## src/rtl/dmem_bridge.sv

```systemverilog
// dmem_bridge: load/store access controller between the MEM stage and data_ram.
// Checks alignment, drives data_ram through WAIT_STATES extra cycles, returns
// big-endian extracted and extended load data, and stalls the pipeline.
//
// state  | meaning
// -------+-----------------------------------------------------------
// IDLE   | waiting for req_i; request captured here
// ACCESS | data_ram enabled for WAIT_STATES+1 cycles
// DONE   | one-cycle done_o pulse, load data already in rdata_o
// ERR    | one-cycle exc_o pulse for a misaligned request

module dmem_bridge #(
    parameter int unsigned WAIT_STATES = 1
) (
    input  logic        clk,
    input  logic        rst,
    input  logic        req_i,
    input  logic [2:0]  op_i,
    input  logic [31:0] addr_i,
    input  logic [31:0] wdata_i,
    input  logic        flush_i,
    output logic        mem_ce_o,
    output logic        mem_we_o,
    output logic [31:0] mem_addr_o,
    output logic [3:0]  mem_sel_o,
    output logic [31:0] mem_data_o,
    input  logic [31:0] mem_data_i,
    output logic [31:0] rdata_o,
    output logic        done_o,
    output logic        exc_o,
    output logic [31:0] badaddr_o,
    output logic        stallreq_o
);

    localparam logic [3:0] WS = 4'(WAIT_STATES);

    localparam logic [2:0] OP_LB  = 3'b000;
    localparam logic [2:0] OP_LBU = 3'b001;
    localparam logic [2:0] OP_LH  = 3'b010;
    localparam logic [2:0] OP_LHU = 3'b011;
    localparam logic [2:0] OP_LW  = 3'b100;
    localparam logic [2:0] OP_SB  = 3'b101;
    localparam logic [2:0] OP_SH  = 3'b110;
    localparam logic [2:0] OP_SW  = 3'b111;

    typedef enum logic [1:0] {
        ST_IDLE   = 2'd0,
        ST_ACCESS = 2'd1,
        ST_DONE   = 2'd2,
        ST_ERR    = 2'd3
    } state_e;

    state_e      state_q, state_d;
    logic [2:0]  op_q, op_d;
    logic [31:0] addr_q, addr_d;
    logic [31:0] wdata_q, wdata_d;
    logic [3:0]  cnt_q, cnt_d;
    logic [31:0] rdata_q, rdata_d;
    logic [31:0] badaddr_q, badaddr_d;

    logic        misalign;
    logic        is_store;
    logic [1:0]  lane_a;
    logic [3:0]  sel;
    logic [31:0] wrep;
    logic [7:0]  ld_byte;
    logic [15:0] ld_half;
    logic [31:0] ld_ext;

    // Alignment check on the incoming request.
    always_comb begin
        misalign = 1'b0;
        case (op_i)
            OP_LH, OP_LHU, OP_SH: misalign = addr_i[0];
            OP_LW, OP_SW:         misalign = |addr_i[1:0];
            default:              misalign = 1'b0;
        endcase
    end

    assign is_store = op_q[2] & (op_q[1] | op_q[0]);
    assign lane_a   = addr_q[1:0];

    // Byte-lane select and store-data replication from the captured request.
    always_comb begin
        sel  = 4'b1111;
        wrep = wdata_q;
        case (op_q)
            OP_LB, OP_LBU, OP_SB: begin
                sel  = 4'b1000 >> lane_a;
                wrep = {4{wdata_q[7:0]}};
            end
            OP_LH, OP_LHU, OP_SH: begin
                sel  = lane_a[1] ? 4'b0011 : 4'b1100;
                wrep = {2{wdata_q[15:0]}};
            end
            default: begin
                sel  = 4'b1111;
                wrep = wdata_q;
            end
        endcase
    end

    // Big-endian extraction and sign/zero extension of the RAM read data.
    always_comb begin
        ld_byte = 8'h00;
        case (lane_a)
            2'b00:   ld_byte = mem_data_i[31:24];
            2'b01:   ld_byte = mem_data_i[23:16];
            2'b10:   ld_byte = mem_data_i[15:8];
            default: ld_byte = mem_data_i[7:0];
        endcase
        ld_half = lane_a[1] ? mem_data_i[15:0] : mem_data_i[31:16];
        ld_ext  = mem_data_i;
        case (op_q)
            OP_LB:   ld_ext = {{24{ld_byte[7]}}, ld_byte};
            OP_LBU:  ld_ext = {24'h000000, ld_byte};
            OP_LH:   ld_ext = {{16{ld_half[15]}}, ld_half};
            OP_LHU:  ld_ext = {16'h0000, ld_half};
            default: ld_ext = mem_data_i;
        endcase
    end

    // Next-state logic; flush overrides every other transition.
    always_comb begin
        state_d   = state_q;
        op_d      = op_q;
        addr_d    = addr_q;
        wdata_d   = wdata_q;
        cnt_d     = cnt_q;
        rdata_d   = rdata_q;
        badaddr_d = badaddr_q;
        if (flush_i) begin
            state_d = ST_IDLE;
        end else begin
            case (state_q)
                ST_IDLE: begin
                    if (req_i) begin
                        op_d    = op_i;
                        addr_d  = addr_i;
                        wdata_d = wdata_i;
                        if (misalign) begin
                            state_d   = ST_ERR;
                            badaddr_d = addr_i;
                        end else begin
                            state_d = ST_ACCESS;
                            cnt_d   = WS;
                        end
                    end
                end
                ST_ACCESS: begin
                    if (cnt_q != 4'd0) begin
                        cnt_d = cnt_q - 4'd1;
                    end else begin
                        state_d = ST_DONE;
                        if (!is_store) begin
                            rdata_d = ld_ext;
                        end
                    end
                end
                default: state_d = ST_IDLE;
            endcase
        end
    end

    // State and datapath registers.
    always_ff @(posedge clk or posedge rst) begin
        if (rst) begin
            state_q   <= ST_IDLE;
            op_q      <= 3'b000;
            addr_q    <= 32'h0;
            wdata_q   <= 32'h0;
            cnt_q     <= 4'd0;
            rdata_q   <= 32'h0;
            badaddr_q <= 32'h0;
        end else begin
            state_q   <= state_d;
            op_q      <= op_d;
            addr_q    <= addr_d;
            wdata_q   <= wdata_d;
            cnt_q     <= cnt_d;
            rdata_q   <= rdata_d;
            badaddr_q <= badaddr_d;
        end
    end

    // RAM-side outputs are gated by ACCESS so they read zero in every other state.
    assign mem_ce_o   = (state_q == ST_ACCESS);
    assign mem_we_o   = mem_ce_o & is_store;
    assign mem_addr_o = mem_ce_o ? {addr_q[31:2], 2'b00} : 32'h0;
    assign mem_sel_o  = mem_ce_o ? sel : 4'b0000;
    assign mem_data_o = mem_ce_o ? wrep : 32'h0;

    assign rdata_o    = rdata_q;
    assign badaddr_o  = badaddr_q;
    assign done_o     = (state_q == ST_DONE);
    assign exc_o      = (state_q == ST_ERR);
    assign stallreq_o = ((state_q == ST_IDLE) & req_i & ~flush_i) | (state_q == ST_ACCESS);

endmodule

```

## config.mk

```make
export PLATFORM = sky130hd
export DESIGN_NAME = dmem_bridge
export DESIGN_NICKNAME = d
export VERILOG_FILES = /design/src/rtl/dmem_bridge.sv
export SDC_FILE = /design/constraint.sdc
export NUM_CORES = 1
export LEC_CHECK = 0
export BUFFER_PORTS_ARGS = -buffer_cell sky130_fd_sc_hd__buf_2
export CAP_MARGIN = 20
export CORE_ASPECT_RATIO = 1.1
export CORE_UTILIZATION = 45
export CTS_BUF_LIST = sky130_fd_sc_hd__clkbuf_4 sky130_fd_sc_hd__clkbuf_8
export CTS_CLUSTER_DIAMETER = 100
export CTS_CLUSTER_SIZE = 25
export DETAILED_ROUTE_END_ITERATION = 10
export PLACE_DENSITY = 0.83
export SYNTH_ARGS = -nofsm -noshare
export SYNTH_HDL_FRONTEND = slang
export SYNTH_SLANG_ARGS = --single-unit
```

## constraint.sdc

```tcl
create_clock -name clk -period 7.4 [get_ports clk]
set_clock_uncertainty 0.05 [all_clocks]
set_input_delay 1.11 -clock clk [delete_from_list [all_inputs] [get_ports clk]]
set_output_delay 1.11 -clock clk [all_outputs]
set_load 0.005 [all_outputs]
```

# == Word-level counts from Yosys, hierarchy flattened ==
# Cells that the tools add are included.
# W data, S select, Z words.
# totals
latch_bits,0
regBits,137
n_memories,0
in_bits,103
output_inout_bits,137
romBits,0
ram_bits,0
elab_cells,72
# classes
n_lt_le_gt_ge,0
muxes,19
n_reduce_logical,15
eq_ne,20
n_mul,0
shifts,1
div,0
add_sub_neg,1
bitwise,9
# op_table
operator,count
$pmux W32 S4,1
$mux W32,2
$pmux W32 S2,1
$pmux W8 S3,1
$mux W4,5
$mux W16,1
$pmux W4 S2,2
$eq A3 B3 Y1 const B,5
$eq A3 B2 Y1 const B,4
$reduce_or A3 Y1,3
$mux W2,4
$reduce_and A4 Y1,2
$eq A2 B2 Y1 const B,3
$ne A3 B3 Y1 const B,2
$reduce_and A5 Y1,1
$and A1 B1 Y1,4
$eq A2 B1 Y1 const B,2
$logic_not A2 Y1,2
$ne A2 B2 Y1 const B,2
$pmux W2 S2,1
$reduce_bool A4 Y1,1
$reduce_or A2 Y1,2
$shr A4 B2 Y4 const A,1
$sub A4 B1 Y4 const B,1
9 further kinds,12

# == Logic depth before layout (Yosys ltp) ==
# logic_depth
ltp_word,7
ltp_mapped,8
depth_no_buf,6

# == Least setup slack after synthesis ==
# No wires, ideal clock.
# synth_timing
kind,flip-flop to output port
from,register op_q[1]
to,output mem_data_o[24]
arrival_time_ns,1.503
t_required_ns,6.240
setup_slack_ns,4.737
path_stages_with_launch,7
path_buffers,2
cell_sequence,dfrtp_1 -> buf_2 -> a21boi_0 -> a21oi_2 -> buf_2 -> nand2_1 -> a31oi_1
# synth_between
elab_chain_len,4
word_cells_on_any_way,10
cone_classes,5 x eq/ne; 2 x mux; 3 x reduce/logical
# synth_rtl
element,line_no,source
from (decl),54,"logic [2:0] op_q, op_d;"
from (signal assigned),177,op_q <= op_d;
"$eq A3 B2 Y1, or another cell as far along",87,case (op_q)
$reduce_or A3 Y1,87,
$pmux W32 S2 (*),87,
$mux W32 (*),191,assign mem_data_o = mem_ce_o ? wrep : 32'h0;
to (decl),26,"output logic [31:0] mem_data_o,"
# Every way passes the cells marked *; elsewhere a longest branch is shown, timed or not.

# == Worst setup path after layout ==
# layout_timing
from,register op_q[1]
to,output mem_data_o[31]
# The elaborated chain is that of the path after synthesis.

==> results_dict.tcl <==
set metrics [dict create \
    status "finished clean" \
    synth_cell_types 51 \
    via_count 5519 \
    routed_wl_mm 18.08 \
    crit_slowest_cell "a21oi_2" \
    fin_cells 1034 \
    netlist.area_leader.share_pct 51.22 \
    syn_inst 606 \
    cts_setup_buffers 0 \
    maxCapViolCount 0 \
    synthAdderAreaFrac_pct 0.1870 \
    clk_path_buf_depth 2 \
    grt.overflow.total 0 \
    antenna_found_initial 1 \
    nets 931 \
    max_freq_mhz 257.2 \
    clkTransAtPathRegs_ps 90 \
    hold_buffers 0 \
    cts-root-buf "clkbuf_8" \
    h-tree-depth 4 \
    relSlewSlack_pct 27.29 \
    synthMostInstantiatedCell "dfrtp_1" \
    synthMuxAreaShare_pct 18.79 \
    cts_buffers 17 \
    cpPeakStageDelay_ps 870 \
    layout_setup_ws_ps 3512 \
    synth_compound_area_share_pct 11.48 \
    hold_viol 0 \
    tns_ps 0 \
    worstSetupPathType "reg -> out" \
    ys_seq_elements 137 \
    grt_pass1_wl_mm 28.05 \
    synth_top_family_by_area "multiplexers" \
    synth_area_leaders "dfrtp_1 (51%), mux2_2 (16%), nand2_1 (4.3%), and2_1 (3.9%), mux2i_1 (2.2%)" \
    rsz0062_at_grt "no" \
    cts_sinks 137 \
    post-place-ws_ps 3789 \
    grt_pass1_vias 5487 \
    cp_data_arrival_time_ps 2730 \
    grt_usage_pct 23.70 \
    area_growth_pct 25.37 \
    routabilityCongestion 0.8746 \
    grt_max_degree 80 \
    insertion_delay_ps 450 \
    wire_per_inst_microns 17.49 \
    hpwl_mm 12.78 \
    drive_gt1_share_pct 46.07 \
    num_rows 46 \
    dp_cells 997 \
    drcViolationCount 0 \
    avgSynthCellArea_sq_um 11.04 \
    ios 240 \
    start_kind "flop" \
    required_ps 6240 \
    timing.critical_path.cells "inv_1 > a21oi_2 > nand2_1 > a31oi_1 > buf_2" \
    ys.warnings.count 0 \
    min_period_over_period_pct 52.54 \
    power.leakage_nw 4.052 \
    final_util_pct 58.08 \
    whs_ps 433.0 \
    die_area_sq_um 15360 \
    cts_tree "yes" \
    antenna_left 0 \
    hold_class "reg -> reg" \
    start_util_pct 46.33 \
    setup_viol 0 \
    yosys.area_share.xor_xnor_pct 0.1309 \
    ys_seq_area_share_pct 51.22 \
    synth-edff-count 0 \
    syn_area_sq_um 6693 \
    io_buffers 237 \
    peakVddDrop_mv 0.1752 \
    dominantRegCellSynth "dfrtp_1" \
    fin_crit_ps 3888 \
    viasPerCell 5.338 \
    core_area_sq_um 14450 \
    synth_top_cell_by_area "dfrtp_1" \
    drtIter0Drc 421 \
    p_per_area_nw_per_um2 335.1 \
    cts_resized 0 \
    synth-async-reset-ratio_pct 100.0 \
    end_kind "output pin" \
    tightest_slew_ps 1091 \
    dr.pass1.iters 5 \
    synth_common_cells "dfrtp_1 (137), mux2_2 (95), nand2_1 (76)" \
    die_y_microns 129.9 \
    worstPathMaxFanout 16 \
    die_width_microns 118.3 \
    drv_slew 0 \
    synthSimpleGateAreaFrac_pct 13.95 \
]
## worst max-delay path: cells and delay by family (launching register included)
family / cells / cell delay (ps)
flops: 1 / 560
compound gates: 2 / 1080
simple gates: 1 / 150
buf+inv: 2 / 490
## report_power, final
group	total (mW)	switching, mW	internal (mW)
sequential	1.20	0.187	1.01
combinational	0.981	0.479	0.502
clock	0.628	0.317	0.312
## routing by layer
layer  track usage, %  part of all wire, %
met5                0                0.055
met4            9.879                  1.6
met3            8.086                  8.3
met2            40.10                   50
met1            27.72                   40
## state kept, by name, indices dropped and copies added (netlist names)
signal	cells
addr_q	32
wdata_q	32
badaddr_o	32
cnt_q	4
state_q	2
op_q	3
rdata_o	32
## per-stage QoR
stage / total power, mW / instance area (sq um)
after floorplan: 1.782 / 6696
after global placement: 2.148 / 7931
after detailed placement: 2.184 / 7931
after CTS: 2.824 / 8333
after global routing: 2.991 / 8386
final: 2.812 / 8391
## cell families (layout without fill, tap and decap cells)
kind of cell | count (synthesis) | after routing
buffers and inverters | 56 | 289
adders and majority gates | 1 | 1
muxes | 113 | 113
other | 1 | 4
AOI/OAI and AO/OA | 107 | 107
and+or+nand+nor | 190 | 190
xor gates and xnor gates | 1 | 1
DFF | 137 | 137
## layout by cell type (no fill, tap or decap), types with 4 or more instances in the layout
cell / count
o21ai_0: 24
nand3_1: 5
a21oi_1: 17
nand2_1: 76
and2_1: 41
inv_6: 7
a311oi_1: 16
a31oi_1: 11
a22oi_1: 5
nor2_1: 37
a21boi_0: 5
nor2b_1: 7
inv_1: 13
o22a_1: 8
buf_2: 238
mux2i_1: 15
mux2_2: 95
dfrtp_1: 137
clkbuf_8: 17
nand2b_1: 5
a32oi_1: 4
## layout make-up
type                            instances  area [sq um]
Fill cell                            1222          6056
Sequential cell                       137          3428
Multi-Input combinational cell        414          2997
Timing Repair Buffer                  243          1261
Clock buffer                           18         241.5
Tap cell                              192         240.2
Clock inverter                         14         160.2
Inverter                               14         57.56
Antenna cell                            2         5.005
## worst paths after layout
check / start / to / depth (start not counted) / slack [ps]
worst max-delay path: op_q[1] / mem_data_o[31] / 5 / 3510
worst min-delay path: rdata_o[1] / rdata_o[1] / 2 / 430
worst max register to register: state_q[1] / badaddr_o[17] / 4 / 4530
worst min register to register: rdata_o[1] / rdata_o[1] / 2 / 430
max in group asynchronous: rst / badaddr_o[17] / 3 / 5240
min in group asynchronous: rst / rdata_o[2] / 2 / 670
Note: power is estimated with default switching activity, not from simulation.
